**src/rtl/stream_demux_pkg.sv**
```systemverilog
// rtl/stream_demux_pkg.sv - shared defaults and destination encoding for stream_demux2
package stream_demux_pkg;
    localparam int DEFAULT_DW   = 8;
    localparam int DEFAULT_CNTW = 16;

    typedef enum logic {
        DEST_B = 1'b0,
        DEST_A = 1'b1
    } dest_e;
endpackage

```
**src/rtl/demux_out_slot.sv**
```systemverilog
// rtl/demux_out_slot.sv - one-entry output register slot with handshake counter
module demux_out_slot
    import stream_demux_pkg::*;
#(
    parameter int DW   = DEFAULT_DW,
    parameter int CNTW = DEFAULT_CNTW
) (
    input  logic            clk,
    input  logic            rst,
    input  logic            fill,
    input  logic [DW-1:0]   fill_data,
    input  logic            ready,
    output logic            valid,
    output logic [DW-1:0]   data,
    output logic [CNTW-1:0] count,
    output logic            slot_free
);
    logic            valid_q, valid_d;
    logic [DW-1:0]   data_q, data_d;
    logic [CNTW-1:0] count_q, count_d;
    logic            drain;

    assign drain     = valid_q & ready;
    assign slot_free = ~valid_q | ready;

    // A fill in the same cycle as a drain wins, keeping the slot full at one beat per cycle.
    always_comb begin
        valid_d = valid_q;
        data_d  = data_q;
        count_d = count_q;
        if (drain) begin
            valid_d = 1'b0;
            count_d = count_q + CNTW'(1);
        end
        if (fill) begin
            valid_d = 1'b1;
            data_d  = fill_data;
        end
    end

    always_ff @(posedge clk) begin
        if (rst) begin
            valid_q <= 1'b0;
            data_q  <= '0;
            count_q <= '0;
        end else begin
            valid_q <= valid_d;
            data_q  <= data_d;
            count_q <= count_d;
        end
    end

    assign valid = valid_q;
    assign data  = data_q;
    assign count = count_q;
endmodule

```
**src/rtl/stream_demux2.sv**
```systemverilog
// rtl/stream_demux2.sv - registered 1:2 stream demux; DEMUX_ASSERT_EN adds a protocol checker
module stream_demux2
    import stream_demux_pkg::*;
#(
    parameter int DW   = DEFAULT_DW,
    parameter int CNTW = DEFAULT_CNTW
) (
    input  logic            clk,
    input  logic            rst,
    input  logic            in_valid,
    output logic            in_ready,
    input  logic            in_sel,
    input  logic [DW-1:0]   in_data,
    output logic            a_valid,
    input  logic            a_ready,
    output logic [DW-1:0]   a_data,
    output logic [CNTW-1:0] a_count,
    output logic            b_valid,
    input  logic            b_ready,
    output logic [DW-1:0]   b_data,
    output logic [CNTW-1:0] b_count
);
    dest_e in_dest;
    logic  a_free, b_free;
    logic  accept;
    logic  fill_a, fill_b;

    assign in_dest = dest_e'(in_sel);
    // Only the selected slot gates the input, so a stalled target blocks both channels.
    assign in_ready = (in_dest == DEST_A) ? a_free : b_free;
    assign accept   = in_valid & in_ready;
    assign fill_a   = accept & (in_dest == DEST_A);
    assign fill_b   = accept & (in_dest == DEST_B);

    demux_out_slot #(.DW(DW), .CNTW(CNTW)) u_slot_a (
        .clk       (clk),
        .rst       (rst),
        .fill      (fill_a),
        .fill_data (in_data),
        .ready     (a_ready),
        .valid     (a_valid),
        .data      (a_data),
        .count     (a_count),
        .slot_free (a_free)
    );

    demux_out_slot #(.DW(DW), .CNTW(CNTW)) u_slot_b (
        .clk       (clk),
        .rst       (rst),
        .fill      (fill_b),
        .fill_data (in_data),
        .ready     (b_ready),
        .valid     (b_valid),
        .data      (b_data),
        .count     (b_count),
        .slot_free (b_free)
    );

`ifdef DEMUX_ASSERT_EN
    logic            prev_ok;
    logic            prev_a_stall, prev_b_stall, prev_in_stall, prev_in_sel;
    logic            prev_a_hs, prev_b_hs;
    logic [DW-1:0]   prev_a_data, prev_b_data, prev_in_data;
    logic [CNTW-1:0] prev_a_count, prev_b_count;

    always @(posedge clk) begin
        if (!rst) begin
            if ($isunknown({in_ready, a_valid, a_data, a_count, b_valid, b_data, b_count}))
                $error("stream_demux2: output is X/Z out of reset");
            if (prev_ok) begin
                if (prev_a_stall && (!a_valid || a_data != prev_a_data))
                    $error("stream_demux2: A changed while stalled");
                if (prev_b_stall && (!b_valid || b_data != prev_b_data))
                    $error("stream_demux2: B changed while stalled");
                if (prev_in_stall && (!in_valid || in_data != prev_in_data || in_sel != prev_in_sel))
                    $error("stream_demux2: upstream changed while stalled");
                if (a_count != prev_a_count + CNTW'(prev_a_hs))
                    $error("stream_demux2: a_count step wrong");
                if (b_count != prev_b_count + CNTW'(prev_b_hs))
                    $error("stream_demux2: b_count step wrong");
            end
        end
        prev_ok       <= !rst;
        prev_a_stall  <= a_valid & ~a_ready;
        prev_b_stall  <= b_valid & ~b_ready;
        prev_in_stall <= in_valid & ~in_ready;
        prev_in_sel   <= in_sel;
        prev_in_data  <= in_data;
        prev_a_hs     <= a_valid & a_ready;
        prev_b_hs     <= b_valid & b_ready;
        prev_a_data   <= a_data;
        prev_b_data   <= b_data;
        prev_a_count  <= a_count;
        prev_b_count  <= b_count;
    end
`endif
endmodule

```
**config.mk**
```make
export PLATFORM = sky130hd
export DESIGN_NAME = stream_demux2
export DESIGN_NICKNAME = d
export VERILOG_FILES = /design/src/rtl/stream_demux_pkg.sv /design/src/rtl/demux_out_slot.sv /design/src/rtl/stream_demux2.sv
export SDC_FILE = /design/constraint.sdc
export NUM_CORES = 1
export LEC_CHECK = 0
export CAP_MARGIN = 5
export CORE_UTILIZATION = 45
export CTS_CLUSTER_DIAMETER = 200
export CTS_CLUSTER_SIZE = 12
export DETAILED_ROUTE_END_ITERATION = 6
export MAX_ROUTING_LAYER = met4
export PLACE_DENSITY = 0.77
export SLEW_MARGIN = 20
export SYNTH_ARGS = -nofsm -noshare
export SYNTH_HDL_FRONTEND = slang
export SYNTH_HIERARCHICAL = 1
export SYNTH_SLANG_ARGS = --single-unit
```
**constraint.sdc**
```tcl
create_clock -name clk -period 2.7 [get_ports clk]
set_clock_uncertainty 0.05 [all_clocks]
set_input_delay 0.81 -clock clk [delete_from_list [all_inputs] [get_ports clk]]
set_output_delay 0.81 -clock clk [all_outputs]
set_load 0.005 [all_outputs]
```
==> impl_metrics.toml <==
[placed_design]
placed_cells = 347
gp_congestion = 0.742
hpwl_mm = 3.23
port_buffers = 64
pre_cts_slack_ns = -0.284

[routing]
drt-pass1-iter-count = 4
drt_drc_violations_left = 0
drtAntennaViolNets = 0
wire_per_inst_um = 12.6
vias = 1791
wl_mm = 4.49
viasPerCell = 5.05
first_iter_violations = 117

[timing]
setup_violations = 0
slew_headroom = 0.681
finalHoldViolCount = 0
whs_ns = 0.448
worstMarginPinSlew_ns = 0.479
period_share = 0.955
finalSetupTns_ns = 0
fin_ws_ns = 0.122
slew_viol_final = 0
fin_crit_ns = 2.58
rsz0062_at_grt = "no"
fmax_mhz = 388

[cts]
h-tree-depth = 2
cts_max_path_buffers = 2
root_buffer = "clkbuf_8"
cts_made_buffers = 5
path_clk_slew_ns = 0.09
clkLatencyLatePin_ns = 0.30
cts_sinks = 50
cts_setup_buffers = 0
cts_tree = "yes"

[floorplanning]
core.rowCount = 25
dieHeight_um = 71.8
io_pins = 65
core_sq_um = 4690
start_util = 0.467
die_w_um = 71.8
dieArea_sq_um = 5150

[cells_and_area]
diodes = 0
fillers = 417
final_cell_count_no_fill = 355
drive_above_1_share = 0.103
layout.nets = 316
areaGrowthSynthToFinish_pct = 36.3

[yosys]
synthesis.area_sq_um = 2190
synthCells = 231
ys_seq_area_frac = 0.457
ys_warn_count = 6
syn-num-nets = 247
syn-mean-instance-area_sq_um = 9.48
synth_cell_type_count = 30
synth_seq_cells = 50

[outcome]
outcome = "complete, no violations"

[worst_setup_path]
path_max_fanout = 2
arrival_ns = 1.72
startpoint_type = "input pin"
critPathKind = "in -> out"
required_ns = 1.84
worst_setup_path_end_kind = "primary output"

[global_route]
overflow = 0
track_usage = 0.188
grt_pass1_wl_mm = 7.31
grt_antenna_before_repair = 0
grt_max_degree = 28
grt_pass1_vias = 1592

[power_and_ir_drop]
p_leak_uw = 0.00107
vdd_drop_max_mv = 0.301
power.density_nw_per_um2 = 442
power_uw = 1320

[worst_hold_path]
worstHoldPathType = "reg -> reg"

[flow_run]
maxCapViolCount = 0
[path summary, 6_finish.rpt]
| path | slack (ns) | startpoint | cells after the start | end |
|---|---|---|---|---|
| setup / recovery | 0.12 | b_ready | 4 | in_ready |
| hold / removal | 0.45 | u_slot_b/data[5]$_SDFFE_PP0P_ | 2 | u_slot_b/data[5]$_SDFFE_PP0P_ |
| setup reg to reg | 1.09 | u_slot_b/valid$_SDFFE_PP0P_ | 4 | u_slot_b/count[13]$_SDFFE_PP0P_ |
| hold reg to reg | 0.45 | u_slot_b/data[5]$_SDFFE_PP0P_ | 2 | u_slot_b/data[5]$_SDFFE_PP0P_ |
[kinds of logic after synthesis]
family                   count (synthesis)  synth area share
flip-flops                              50             0.457
buffers and inverters                   16            0.0389
multiplexers                            21             0.101
XOR/XNOR                                22            0.0880
AND/OR/NAND/NOR                        108             0.277
adder cells (fa/ha/maj)                  2            0.0114
AO/OA/AOI/OAI                           12            0.0274
[flip-flops by register name, summed over array words and instances, names as in the netlist]
name	count
u_slot_a/count	16
u_slot_b/valid	1
u_slot_b/count	16
u_slot_b/data	8
u_slot_a/valid	1
u_slot_a/data	8
[cell usage in the layout, fill, tap and decap left out]
cell type         n
nor3_1            6
clkbuf_1          1
mux2_1            4
xor2_1            4
a21oi_1           8
and3b_2           1
nor2b_1           4
nand4_1           2
nor4_2            4
clkdlybuf4s50_1  59
nor2_1           48
or3_1             4
and3_2            1
nand2b_4          2
nand2_1          10
nand3_2           2
dfxtp_1          50
buf_2             1
dlygate4sd2_1     4
buf_4             6
nand3_1          14
mux2_4            1
nor4_1            4
ha_1              2
nor3_4            2
nand4_2           2
clkbuf_8          6
nand4_4           2
mux2i_1          16
inv_1             8
clkinv_2          1
o21ai_0           4
xnor2_1          18
[synthesized netlist by cell type, drive strengths merged]
| master | n | area share |
|---|---|---|
| nor4 | 8 | 0.034 |
| xor2 | 4 | 0.016 |
| dfxtp | 50 | 0.46 |
| nand3 | 16 | 0.041 |
| or3 | 4 | 0.011 |
| nand4 | 6 | 0.037 |
| clkbuf | 2 | 0.0034 |
| nor2 | 48 | 0.082 |
| o21ai | 4 | 0.0091 |
| nor2b | 4 | 0.011 |
| and3b | 1 | 0.0046 |
| mux2 | 5 | 0.027 |
| nand2 | 10 | 0.017 |
| ha | 2 | 0.011 |
| xnor2 | 18 | 0.072 |
| inv | 8 | 0.014 |
| nand2b | 2 | 0.0057 |
| nor3 | 8 | 0.029 |
| buf | 6 | 0.022 |
| a21oi | 8 | 0.018 |
| mux2i | 16 | 0.073 |
| and3 | 1 | 0.0034 |
[metrics by stage]
step / utilization / area [sq um]
5_1_grt: 0.636 / 2980
3_3_place_gp: 0.614 / 2880
6_report: 0.636 / 2980
4_1_cts: 0.636 / 2980
3_5_place_dp: 0.614 / 2880
2_1_floorplan: - / 2190
[routing by layer]
metal | vias up | share of wire | GRT usage
met3 | 4 | 0.058 | 0.0563
met5 | - | 0 | -
met4 | 0 | 0.012 | 0.0588
met1 | 828 | 0.47 | 0.239
li1 | 912 | - | -
met2 | 47 | 0.46 | 0.289
[power by group]
group	internal (uW)	switching [uW]	total [uW]
Combinational	64.9	46.6	111
Sequential	752	12.4	764
Clock	207	236	443
Total	1020	295	1320
[area by class of cell]
cell class | instances | area (sq um) | area share
clock buffers | 7 | 86.3 | 0.0289
multi-input cells | 165 | 1120 | 0.375
clock inverters | 1 | 5.00 | 0.00168
repair buffers | 70 | 676 | 0.226
flip-flops and latches | 50 | 1000 | 0.335
well taps | 54 | 67.6 | 0.0226
inverters | 8 | 30.0 | 0.0101
[critical path: stages]
cell and delay (ns):
dlygate4sd2_1 0.25, nand2b_4 0.14, mux2_4 0.26, dlygate4sd2_1 0.26
[timing repair]
action	CTS	global route
setup endpoints to repair	1	0
endpoints found under the hold margin	0	0
gates resized for setup	6	0
hold buffers	0	0
No activity file was read; power rests on OpenSTA's default activity.
